File: src/rtl/merge_wr_sched.sv
// merge_wr_sched
//   Write-side scheduler for the 9-lane transactor interface. Nine 9-bit write
//   lanes are captured into per-lane holding slots, then a round-robin arbiter
//   moves one slot per cycle into a tagged first-word-fall-through FIFO.
//   freeze_clk asks upstream to stop its clock whenever more lane writes are
//   pending than can be absorbed on the next edge.
//
// Ports
//   clk         : clock; every register updates on its rising edge
//   reset_n     : asynchronous, active-low reset
//   wen[8:0]    : per-lane write strobe; bit k qualifies i_datak
//   i_data0..8  : lane write data, 9 bits each
//   ren         : read strobe; pops the head entry when valid=1
//   valid       : FIFO non-empty
//   o_data      : head entry data (0 when empty)
//   o_src       : head entry lane index 0..8 (0 when empty)
//   freeze_clk  : registered request to stop the upstream clock
module merge_wr_sched #(
  parameter int DEPTH = 16,
  parameter int AW    = $clog2(DEPTH)
) (
  input  logic       clk,
  input  logic       reset_n,
  input  logic [8:0] wen,
  input  logic [8:0] i_data0,
  input  logic [8:0] i_data1,
  input  logic [8:0] i_data2,
  input  logic [8:0] i_data3,
  input  logic [8:0] i_data4,
  input  logic [8:0] i_data5,
  input  logic [8:0] i_data6,
  input  logic [8:0] i_data7,
  input  logic [8:0] i_data8,
  input  logic       ren,
  output logic       valid,
  output logic [8:0] o_data,
  output logic [3:0] o_src,
  output logic       freeze_clk
);

  localparam logic [AW:0] FULL_CNT = (AW + 1)'(DEPTH);

  logic [8:0]  lane_data [9];
  logic [8:0]  hold_q    [9];
  logic [8:0]  pend_q, pend_d;
  logic [3:0]  rr_ptr_q, rr_ptr_d;
  logic [AW-1:0] wr_ptr_q, rd_ptr_q;
  logic [AW:0] count_q, count_d;
  logic        freeze_q, freeze_d;
  logic [12:0] mem_q [DEPTH];

  logic [8:0]  cap;
  logic        full;
  logic        grant_vld;
  logic [3:0]  grant_idx;
  logic [8:0]  grant_oh;
  logic        push, pop;
  logic [3:0]  npend;
  logic [12:0] head;

  assign lane_data[0] = i_data0;
  assign lane_data[1] = i_data1;
  assign lane_data[2] = i_data2;
  assign lane_data[3] = i_data3;
  assign lane_data[4] = i_data4;
  assign lane_data[5] = i_data5;
  assign lane_data[6] = i_data6;
  assign lane_data[7] = i_data7;
  assign lane_data[8] = i_data8;

  // Upstream is stopped while frozen, so its strobes are meaningless then.
  assign cap  = freeze_q ? 9'd0 : wen;
  assign full = (count_q == FULL_CNT);

  // Round-robin search: walk offsets from high to low so the candidate
  // closest to rr_ptr (lowest offset) is the one left standing.
  always_comb begin
    grant_vld = 1'b0;
    grant_idx = 4'd0;
    for (int off = 8; off >= 0; off--) begin
      logic [4:0] cand;
      cand = {1'b0, rr_ptr_q} + 5'(off);
      if (cand >= 5'd9) cand = cand - 5'd9;
      if (pend_q[cand[3:0]]) begin
        grant_vld = 1'b1;
        grant_idx = cand[3:0];
      end
    end
    // Full is judged on the pre-edge count; a same-cycle pop does not help.
    if (full) grant_vld = 1'b0;
  end

  assign grant_oh = grant_vld ? (9'd1 << grant_idx) : 9'd0;
  assign push     = grant_vld;
  assign pop      = ren && valid;

  always_comb begin
    // Capture is OR-ed after the clear so a same-lane capture wins over the
    // grant; the FIFO still receives the old hold value this edge.
    pend_d   = (pend_q & ~grant_oh) | cap;
    rr_ptr_d = rr_ptr_q;
    if (grant_vld) rr_ptr_d = (grant_idx == 4'd8) ? 4'd0 : grant_idx + 4'd1;
    count_d  = count_q + (AW + 1)'(push) - (AW + 1)'(pop);
    npend    = 4'd0;
    for (int i = 0; i < 9; i++) npend = npend + 4'(pend_d[i]);
    freeze_d = (npend >= 4'd2) || ((pend_d != 9'd0) && (count_d == FULL_CNT));
  end

  always_ff @(posedge clk or negedge reset_n) begin
    if (!reset_n) begin
      pend_q   <= '0;
      rr_ptr_q <= '0;
      wr_ptr_q <= '0;
      rd_ptr_q <= '0;
      count_q  <= '0;
      freeze_q <= 1'b0;
      for (int i = 0; i < 9; i++) hold_q[i] <= '0;
    end else begin
      pend_q   <= pend_d;
      rr_ptr_q <= rr_ptr_d;
      count_q  <= count_d;
      freeze_q <= freeze_d;
      if (push) wr_ptr_q <= wr_ptr_q + 1'b1;
      if (pop)  rd_ptr_q <= rd_ptr_q + 1'b1;
      for (int i = 0; i < 9; i++)
        if (cap[i]) hold_q[i] <= lane_data[i];
    end
  end

  // Storage is not reset: contents are only visible while count is non-zero.
  always_ff @(posedge clk) begin
    if (push) mem_q[wr_ptr_q] <= {grant_idx, hold_q[grant_idx]};
  end

  assign head       = mem_q[rd_ptr_q];
  assign valid      = (count_q != '0);
  assign o_data     = valid ? head[8:0]  : 9'd0;
  assign o_src      = valid ? head[12:9] : 4'd0;
  assign freeze_clk = freeze_q;

endmodule

File: config.mk
export PLATFORM = sky130hd
export DESIGN_NAME = merge_wr_sched
export DESIGN_NICKNAME = d
export VERILOG_FILES = /design/src/rtl/merge_wr_sched.sv
export SDC_FILE = /design/constraint.sdc
export NUM_CORES = 1
export LEC_CHECK = 0
export CAP_MARGIN = 5
export CORE_MARGIN = 4
export CORE_UTILIZATION = 60
export CTS_CLUSTER_DIAMETER = 30
export DETAILED_ROUTE_END_ITERATION = 12
export PLACE_DENSITY = 0.82
export SLEW_MARGIN = 20
export SYNTH_ARGS = -nofsm -noshare
export SYNTH_HDL_FRONTEND = slang
export SYNTH_SLANG_ARGS = --single-unit
File: constraint.sdc
create_clock -name clk -period 8.8 [get_ports clk]
set_input_delay 1.32 -clock clk [delete_from_list [all_inputs] [get_ports clk]]
set_output_delay 1.32 -clock clk [all_outputs]
set_load 0.005 [all_outputs]
==> flow_metrics.env, run 1 <==
export IMPL_finalCriticalPeriod_ns=8.023
export IMPL_worstRegToRegCells=29
export IMPL_hold_path_startpoint="hold_q[39]$_DFFE_PN0P_"
export IMPL_worst_slew_pin_slew_ns=1.186
export IMPL_crit_reg2reg_launch="rr_ptr_q[2]$_DFFE_PN0P_"
export IMPL_port_buffer_count=107
export IMPL_status="complete, no violations"
export IMPL_floorplan_initialDensity_pct=61.25
export IMPL_cp_data_required_time_ns=9.21
export IMPL_crit_path_top_delay_cell="dfrtp_1"
export IMPL_maxSlewViolCount=0
export IMPL_crit_path_end_kind="flop"
export IMPL_yosysMostFrequentCell="edfxtp_1"
export IMPL_gp_congestion=0.9816
export IMPL_final_hold_violation_count=0
export IMPL_relSlewSlack_pct=20.82
export IMPL_dominant_register_cell_in_the_synthesized_netlist="edfxtp_1"
export IMPL_numCtsBuffers=50
export IMPL_synthDistinctLibCells=101
export IMPL_cell_with_the_most_instances_on_the_worst_path="fa_1"
export IMPL_via_per_inst=6.712
export IMPL_timing_hold_worst_path_depth=2
export IMPL_clk_path_buf_depth=3
export IMPL_drt_iter0_drc=1802
export IMPL_cts_setup_buffers=0
export IMPL_postSynthNetCount=1479
export IMPL_dp_final_hpwl_um=30660
export IMPL_syn_area_per_cell_um2=12.76
export IMPL_drc_errors=0
export IMPL_critical_path_max_fanout=20
export IMPL_yosysTopAreaCellShare_pct=36.40
export IMPL_worst_skew_pair_late_latency_ns=0.56
export IMPL_synth_top_area_cell="edfxtp_1"
export IMPL_drt_first_pass_iters=6
export IMPL_clock_fmax_mhz=124.6
export IMPL_num_nets_final=1585
export IMPL_critPathArrivalTime_ns=8.43
export IMPL_worst_setup_hold_path_clk_slew_ns=0.05
export IMPL_grt_start_max_net_pins=67
export IMPL_routed_via_count=12560
export IMPL_grt_util_all_layers_pct=31.30
export IMPL_grt_antenna_before_repair=0
export IMPL_fin_worst_skew_ns=0.01860
export IMPL_critPathLaunch="rr_ptr_q[2]$_DFFE_PN0P_"
export IMPL_number_of_standard_cells_after_synthesis=1345
export IMPL_max_cap_violations=0
export IMPL_drtAntennaViolNets=0
export IMPL_cts_repair_resized=0
export IMPL_postSynthRegisterBits=316
export IMPL_synth_async_sr_flop_share_pct=34.18
export IMPL_worstHoldPathType="reg2reg"
export IMPL_pin_count=108
export IMPL_cts_hold_fix_buffers=0
export IMPL_grt_pass1_vias=12880
export IMPL_grt_ovfl_total=0
export IMPL_synthTopCellsByCount="edfxtp_1 (208), dfrtp_1 (108), mux2_2 (90), nand2_1 (90), mux4_2 (69)"
export IMPL_floorplan_die_height_um=177.1
export IMPL_criticalPathCategory="reg2reg"
export IMPL_rsz0062_at_grt="no"
export IMPL_detail_route_wl_per_cell_um=26.45
export IMPL_critPathMaxStageDelay_ns=0.77
export IMPL_cp_start_kind="flop"
export IMPL_timing_final_setup_violations=0
export IMPL_synth_area_um2=17160
export IMPL_postRouteWirelength_um=49490
export IMPL_floorplan_die_width_um=177.1
export IMPL_synth_yosys_seq_area_share_pct=52.15
export IMPL_coreArea_um2=28010
export IMPL_num_rows=61
export IMPL_cts_tree="done"
export IMPL_post_synth_edffs=208
export IMPL_finalCritPeriodShare_pct=91.17
export IMPL_area_delta_synth_final_pct=19.45
export IMPL_dieArea_um2=31370
export IMPL_grt_first_pass_wirelength_um=75580
export IMPL_synth_area_leaders="edfxtp_1 (36%), dfrtp_1 (16%), mux4_2 (9.1%)"
export IMPL_clock_sinks=316
export IMPL_drive_above_1_share_pct=22.92
export IMPL_tns_ns=0
export IMPL_cts_htree_levels=2
export IMPL_ys_warn_count=0
export IMPL_cts_root_buf="clkbuf_16"
==> cell families (layout without fill, tap and decap cells) <==
group / count (synthesis) / in the layout / synth area share [%]
adder cells (fa/ha/maj): 41 / 41 / 3.252
multiplexers: 206 / 206 / 17.82
other: 0 / 1 / 0
buffers and inverters: 131 / 278 / 3.267
XOR/XNOR: 30 / 30 / 1.663
flip-flops: 316 / 316 / 52.15
AND/OR/NAND/NOR: 351 / 351 / 10.30
AO/OA/AOI/OAI: 270 / 270 / 11.54
==> stage by stage <==
step	cells	hold slack (ns)	worst slack (ns)	instance area (um2)	util (%)
6_report	1871	0.4683	0.7772	20490	73.17
5_1_grt	1870	0.4875	0.2933	20490	73.16
4_1_cts	1869	0.4670	0.8714	20410	72.87
3_5_place_dp	1776	0.4549	0.8868	18640	66.55
3_3_place_gp	1776	0.4524	1.237	18640	66.54
2_1_floorplan	1345	0.4385	1.588	17160	-
==> layout make-up <==
class,count,area [um2]
fill,1747,7516
timing repair buffer,142,1351
multi-input combinational,898,7781
clock inverter,29,361.6
inverter,43,161.4
antenna,1,2.502
sequential,316,8956
clock buffer,64,1408
tap,378,473.0
==> layer usage <==
layer	share of wire [%]	track usage [%]	wire (um)	up-vias
met3	7.9	4.614	3916	158
li1	-	-	-	5389
met1	39	42.60	19060	6260
met2	50	51.74	24510	749
met4	3.9	11.70	1947	2
met5	0.13	0	62	-
==> worst max-delay path: cells and delay by family, from the launching register on <==
family	cells	cell delay, ns
DFF	1	0.77
AOI/OAI and AO/OA	7	1.78
and+or+nand+nor	8	1.60
adders and majority gates	8	2.75
buffers and inverters	5	0.57
muxes	1	0.42
==> registers in the layout (all words and copies together), names as in the netlist <==
signal	flops
count_q	5
freeze_clk	1
hold_q	81
mem_q	208
pend_q	9
rd_ptr_q	4
rr_ptr_q	4
wr_ptr_q	4
==> cells in the final DEF (no fill, tap or decap), types with 17 or more instances in the layout <==
cell type / count
mux2_2: 90
clkbuf_16: 53
o21ai_0: 41
clkdlybuf4s50_1: 106
dfrtp_1: 104
nor2_1: 53
a211oi_1: 17
buf_4: 35
mux2i_1: 34
inv_1: 37
xnor2_1: 21
nand3_1: 62
ha_1: 35
a21oi_1: 47
nand2_1: 90
nand2b_1: 21
a21o_1: 21
nor2b_1: 28
edfxtp_1: 208
mux4_2: 69
and2_1: 21
==> path summary, 6_finish.rpt <==
| path | slack (ns) | endpoint |
|---|---|---|
| setup / recovery | 0.78 | freeze_clk$_DFF_PN0_ |
| hold / removal | 0.47 | hold_q[39]$_DFFE_PN0P_ |
| setup reg to reg | 0.78 | freeze_clk$_DFF_PN0_ |
| hold reg to reg | 0.47 | hold_q[39]$_DFFE_PN0P_ |
| max in group asynchronous | 6.62 | rd_ptr_q[0]$_DFFE_PN0P_ |
| min in group asynchronous | 0.76 | hold_q[64]$_DFFE_PN0P_ |
Power of run 1 is not shown: default switching activity piles up to over one toggle a cycle in this logic, so the estimate is an artifact.
==> run 2, diff against run 1 <==
Settings changed: SLEW_MARGIN 20 to not set.
==> run 2 against run 1 <==
  * Non-clock buffer count shrank 1
  * Register-to-register slack lost 0.06 ns
  * Worst hold slack lost 0.0023 ns
  * Via count grew 0.19%
  * Critical path type unchanged
  * Global-route usage grew 0.50 points
  * Clock skew grew 0.0012 ns
  * Setup slack lost 0.060 ns
  * Highest routed layer is now met4
  * Routed wire length grew 0.38%
  * Die area is the same
  * Sequential cell count is the same
==> flow_metrics.env, run 2 (synthesis gave the netlist of run 1 again) <==
export IMPL_drt_first_pass_iters=6
export IMPL_cp_data_required_time_ns=9.20
export IMPL_floorplan_die_height_um=177.1
export IMPL_num_nets_final=1585
export IMPL_maxSlewViolCount=0
export IMPL_worst_path_dominant_cell_family="adder cells"
export IMPL_fin_worst_skew_ns=0.01976
export IMPL_grt_start_max_net_pins=67
export IMPL_pin_count=108
export IMPL_numCtsBuffers=51
export IMPL_largest_reg_flops=208
export IMPL_floorplan_die_width_um=177.1
export IMPL_clock_sinks=316
export IMPL_clock_fmax_mhz=123.7
export IMPL_buffers_and_inverters_on_the_worst_path=5
export IMPL_worst_slew_pin_slew_ns=1.350
export IMPL_layout_filler_cells=1740
export IMPL_register_name_with_the_most_flops="mem_q"
export IMPL_biggestRegsByFlops="mem_q: 208 flops, hold_q: 81 flops, pend_q: 9 flops"
export IMPL_timing_final_setup_violations=0
export IMPL_clk_path_buf_depth=3
export IMPL_cts_root_buf="clkbuf_16"
export IMPL_drt_iter0_drc=1727
export IMPL_critPathArrivalTime_ns=8.49
export IMPL_finalCriticalPeriod_ns=8.083
export IMPL_worst_setup_hold_path_clk_slew_ns=0.05
export IMPL_finalCritPeriodShare_pct=91.85
export IMPL_grt_util_all_layers_pct=31.80
export IMPL_grt_pass1_vias=12820
export IMPL_area_delta_synth_final_pct=19.40
export IMPL_dp_final_hpwl_um=30730
export IMPL_critPathMaxStageDelay_ns=0.77
export IMPL_detail_route_wl_per_cell_um=26.54
export IMPL_commonest_non_fill_non_tap_cell_in_the_layout="edfxtp_1"
export IMPL_cts_repair_resized=0
export IMPL_rsz0062_at_grt="no"
export IMPL_most_frequent_cells_in_the_layout="edfxtp_1 (208), clkdlybuf4s50_1 (106), dfrtp_1 (105)"
export IMPL_relSlewSlack_pct=10.02
export IMPL_crit_path_end_kind="flop"
export IMPL_port_buffer_count=107
export IMPL_num_rows=61
export IMPL_critPathLaunch="rr_ptr_q[2]$_DFFE_PN0P_"
export IMPL_worst_skew_pair_late_latency_ns=0.55
export IMPL_hold_path_startpoint="hold_q[36]$_DFFE_PN0P_"
export IMPL_floorplan_initialDensity_pct=61.25
export IMPL_crit_path_top_delay_cell="dfrtp_1"
export IMPL_final_hold_violation_count=0
export IMPL_worstHoldPathType="reg2reg"
export IMPL_grt_ovfl_total=0
export IMPL_cts_setup_buffers=0
export IMPL_cp_start_kind="flop"
export IMPL_postRouteWirelength_um=49680
export IMPL_antennaDiodeCount=0
export IMPL_grt_antenna_before_repair=0
export IMPL_drive_above_1_share_pct=22.89
export IMPL_coreArea_um2=28010
export IMPL_cts_tree="done"
export IMPL_criticalPathCategory="reg2reg"
export IMPL_grt_first_pass_wirelength_um=76260
export IMPL_max_cap_violations=0
export IMPL_drtAntennaViolNets=0
export IMPL_gp_congestion=0.9816
export IMPL_crit_reg2reg_launch="rr_ptr_q[2]$_DFFE_PN0P_"
export IMPL_status="complete, no violations"
export IMPL_via_per_inst=6.721
export IMPL_tns_ns=0
export IMPL_dieArea_um2=31370
export IMPL_critical_path_max_fanout=20
export IMPL_cts_htree_levels=2
export IMPL_cts_hold_fix_buffers=0
export IMPL_cell_with_the_most_instances_on_the_worst_path="fa_1"
export IMPL_drc_errors=0
export IMPL_routed_via_count=12580
-- run 2: changes by cell type in the layout (fill, tap and decap cells not counted), sizes merged --
cell	previous run	this run
clkinv	14	12
bufinv	6	8
diode	1	0
clkinvlp	6	7
inv	46	48
buf	36	35
-- run 2: path summary, 6_finish.rpt --
| path | slack (ns) | end | depth (start not counted) |
|---|---|---|---|
| setup / recovery | 0.72 | freeze_clk$_DFF_PN0_ | 29 |
| hold / removal | 0.47 | hold_q[36]$_DFFE_PN0P_ | 2 |
| setup reg to reg | 0.72 | freeze_clk$_DFF_PN0_ | 29 |
| hold reg to reg | 0.47 | hold_q[36]$_DFFE_PN0P_ | 2 |
| max in group asynchronous | 6.64 | rd_ptr_q[0]$_DFFE_PN0P_ | 2 |
| min in group asynchronous | 0.75 | hold_q[70]$_DFFE_PN0P_ | 1 |
-- run 2: per-layer routing --
| layer | GRT usage (%) | vias up | share of wire (%) |
|---|---|---|---|
| met3 | 4.529 | 145 | 8.0 |
| met1 | 42.18 | 6281 | 38 |
| met4 | 10.35 | 0 | 3.4 |
| met5 | 0 | - | 0 |
| li1 | - | 5398 | - |
| met2 | 54.63 | 758 | 51 |
-- run 2: cell type report --
type	count	area [um2]	area share, %
Timing Repair Buffer	141	1324	6.462
Sequential cell	316	8955	43.71
Multi-Input combinational cell	898	7726	37.71
Clock inverter	32	429.2	2.095
Clock buffer	64	1418	6.920
Tap cell	378	473.0	2.309
Inverter	43	161.4	0.7879
-- run 2: worst register-to-register path: cells and delay by family (launching register included) --
kind,cells,cell delay (ns)
flops,1,0.77
compound gates,7,1.76
mux,1,0.42
buf+inv,5,0.60
simple gates,8,1.67
fa+ha+maj,8,2.75
-- run 2: metrics by stage --
| step | worst slack (ns) | util [%] | area, um2 | cells | hold slack (ns) |
|---|---|---|---|---|---|
| floorplan | 1.588 | - | 17160 | 1345 | 0.4385 |
| detailed placement | 0.8632 | 66.54 | 18640 | 1776 | 0.4549 |
| CTS | 0.8538 | 73.14 | 20490 | 1872 | 0.4668 |
| global route | 0.2857 | 73.14 | 20490 | 1872 | 0.4922 |
| finish | 0.7170 | 73.14 | 20490 | 1872 | 0.4660 |
| global placement | 1.237 | 66.54 | 18640 | 1776 | 0.4524 |
Power of run 2 is left out for the same reason.
==> run 3, diff against run 2 <==
Settings changed: CELL_PAD_IN_SITES_DETAIL_PLACEMENT set to 1, CELL_PAD_IN_SITES_GLOBAL_PLACEMENT set to 1, CORE_UTILIZATION 60 to 50.
==> run 3 against run 2 <==
  * Clock skew rose by 0.054 ns
  * Cell count increased by 5.3%
  * Sequential share of layout area is 1.1 points lower
  * Setup slack got worse by 0.40 ns
  * Clock-buffer cell count increased by 3
  * Register-to-register slack lost 0.40 ns
  * Cell area increased by 2.5%
  * First-iteration DRC count is 28% lower
  * Global-route usage is 0.53 points higher
  * Fmax is 4.8% lower
  * Routed wire length increased by 24%
  * Sequential cell count did not move
  * Critical path type unchanged
  * Highest routed layer is now met5
==> flow_metrics.env, run 3 (synthesis gave the netlist of run 1 again) <==
export IMPL_num_rows=67
export IMPL_tns_ns=0
export IMPL_status="complete, no violations"
export IMPL_routed_via_count=13000
export IMPL_dp_final_hpwl_um=35450
export IMPL_worst_slew_pin_slew_ns=1.317
export IMPL_cts_hold_fix_buffers=0
export IMPL_area_delta_synth_final_pct=22.41
export IMPL_clock_sinks=316
export IMPL_grt_start_max_net_pins=68
export IMPL_postRouteWirelength_um=61660
export IMPL_cp_num_cells=28
export IMPL_placed_cells=1854
export IMPL_area_sequential_um2=8955
export IMPL_drc_errors=0
export IMPL_rsz0062_at_grt="no"
export IMPL_crit_path_top_delay_cell="ha_1"
export IMPL_worst_path_dominant_cell_family="adder cells"
export IMPL_drive_above_1_share_pct=24.39
export IMPL_largest_reg_flops=208
export IMPL_endpoint="freeze_clk$_DFF_PN0_"
export IMPL_critPathLaunch="rr_ptr_q[1]$_DFFE_PN0P_"
export IMPL_max_cap_violations=0
export IMPL_commonest_non_fill_non_tap_cell_in_the_layout="edfxtp_1"
export IMPL_grt_antenna_before_repair=3
export IMPL_floorplan_die_height_um=193.2
export IMPL_reg2reg_to="freeze_clk$_DFF_PN0_"
export IMPL_layout_filler_cells=3227
export IMPL_grt_pass1_vias=14370
export IMPL_cell_with_the_most_instances_on_the_worst_path="fa_1"
export IMPL_grt_ovfl_total=0
export IMPL_cts_tree="done"
export IMPL_multi_input_area_um2=7769
export IMPL_drt_first_pass_iters=5
export IMPL_detail_route_wl_per_cell_um=31.29
export IMPL_via_per_inst=6.596
export IMPL_cp_start_kind="flop"
export IMPL_register_name_with_the_most_flops="mem_q"
export IMPL_floorplan_die_width_um=193.2
export IMPL_cts_htree_levels=2
export IMPL_drt_iter0_drc=1245
export IMPL_cp_data_required_time_ns=9.17
export IMPL_gp_congestion=0.9595
export IMPL_drtAntennaViolNets=0
export IMPL_timing_final_setup_violations=0
export IMPL_finalCritPeriodShare_pct=96.45
export IMPL_biggestRegsByFlops="mem_q: 208 flops, hold_q: 81 flops, pend_q: 9 flops"
export IMPL_finalCriticalPeriod_ns=8.488
export IMPL_relSlewSlack_pct=12.04
export IMPL_final_hold_violation_count=0
export IMPL_maxSlewViolCount=0
export IMPL_worstRegToRegCells=28
export IMPL_floorplan_initialDensity_pct=50.91
export IMPL_crit_path_end_kind="flop"
export IMPL_crit_reg2reg_launch="rr_ptr_q[1]$_DFFE_PN0P_"
export IMPL_grt_first_pass_wirelength_um=92280
export IMPL_worst_skew_pair_late_latency_ns=0.60
export IMPL_final_instance_count_excl_fill=1971
export IMPL_port_buffer_count=107
export IMPL_clk_path_buf_depth=3
export IMPL_critPathMaxStageDelay_ns=0.75
export IMPL_fin_worst_skew_ns=0.07426
export IMPL_clock_fmax_mhz=117.8
export IMPL_criticalPathCategory="reg2reg"
export IMPL_worstHoldPathType="reg2reg"
export IMPL_grt_util_all_layers_pct=32.33
export IMPL_rrSetupSlack_ns=0.31
export IMPL_most_frequent_cells_in_the_layout="edfxtp_1 (208), clkdlybuf4s50_1 (106), dfrtp_1 (105)"
export IMPL_cts_root_buf="clkbuf_16"
export IMPL_buffers_and_inverters_on_the_worst_path=5
export IMPL_critPathArrivalTime_ns=8.86
export IMPL_pin_count=108
export IMPL_worst_setup_hold_path_clk_slew_ns=0.04
export IMPL_coreArea_um2=33700
export IMPL_critical_path_max_fanout=25
export IMPL_numCtsBuffers=59
export IMPL_num_nets_final=1606
export IMPL_dieArea_um2=37340
## run 3: worst register-to-register path, delay by kind of cell, from the launching register on
kind / cells / cell delay (ns)
AO/OA/AOI/OAI: 8 / 2.41
adder cells (fa/ha/maj): 7 / 3.11
buffers and inverters: 5 / 0.88
flip-flops: 1 / 0.40
AND/OR/NAND/NOR: 8 / 1.53
## run 3: how the worst min path moves through the flow
stage / startpoint / cells after the start / end / slack (ns)
global route: hold_q[69]$_DFFE_PN0P_ / 1 / hold_q[69]$_DFFE_PN0P_ / 0.52
CTS: hold_q[43]$_DFFE_PN0P_ / 2 / hold_q[43]$_DFFE_PN0P_ / 0.50
global placement: hold_q[43]$_DFFE_PN0P_ / 2 / hold_q[43]$_DFFE_PN0P_ / 0.46
finish: hold_q[69]$_DFFE_PN0P_ / 1 / hold_q[69]$_DFFE_PN0P_ / 0.50
detailed placement: hold_q[41]$_DFFE_PN0P_ / 2 / hold_q[41]$_DFFE_PN0P_ / 0.47
floorplan: hold_q[36]$_DFFE_PN0P_ / 2 / hold_q[36]$_DFFE_PN0P_ / 0.44
## run 3: layer usage
layer | vias to the layer above | share of wire [%] | global-route usage, %
li1 | 5426 | - | -
met1 | 6635 | 36 | 38.70
met2 | 718 | 51 | 56.45
met3 | 220 | 7.1 | 6.001
met4 | 2 | 5.5 | 15.76
met5 | - | 0.021 | 0
## run 3: final cells by class
class,instances,area share (%)
sequential,316,42.64
multi-input combinational,898,36.99
clock buffer,67,7.268
timing repair buffer,154,6.803
clock inverter,43,2.806
tap,448,2.669
inverter,43,0.8042
antenna,2,0.02383
## run 3: what timing repair did
action	4_1_cts	5_1_grt
hold endpoints to repair	0	0
setup buffers	0	3
resized for setup	0	8
setup endpoints to repair	0	1
## run 3: per-stage QoR
| stage | worst slack, ns | hold slack (ns) | utilization (%) | area [um2] |
|---|---|---|---|---|
| final | 0.3121 | 0.5036 | 62.32 | 21000 |
| after global routing | 0.03996 | 0.5204 | 62.32 | 21000 |
| after CTS | 0.3108 | 0.4959 | 62.04 | 20910 |
| after detailed placement | 0.7110 | 0.4659 | 55.76 | 18790 |
| after global placement | 1.038 | 0.4560 | 55.76 | 18790 |
| after floorplan | 1.588 | 0.4385 | - | 17160 |
Power of run 3 is left out for the same reason.
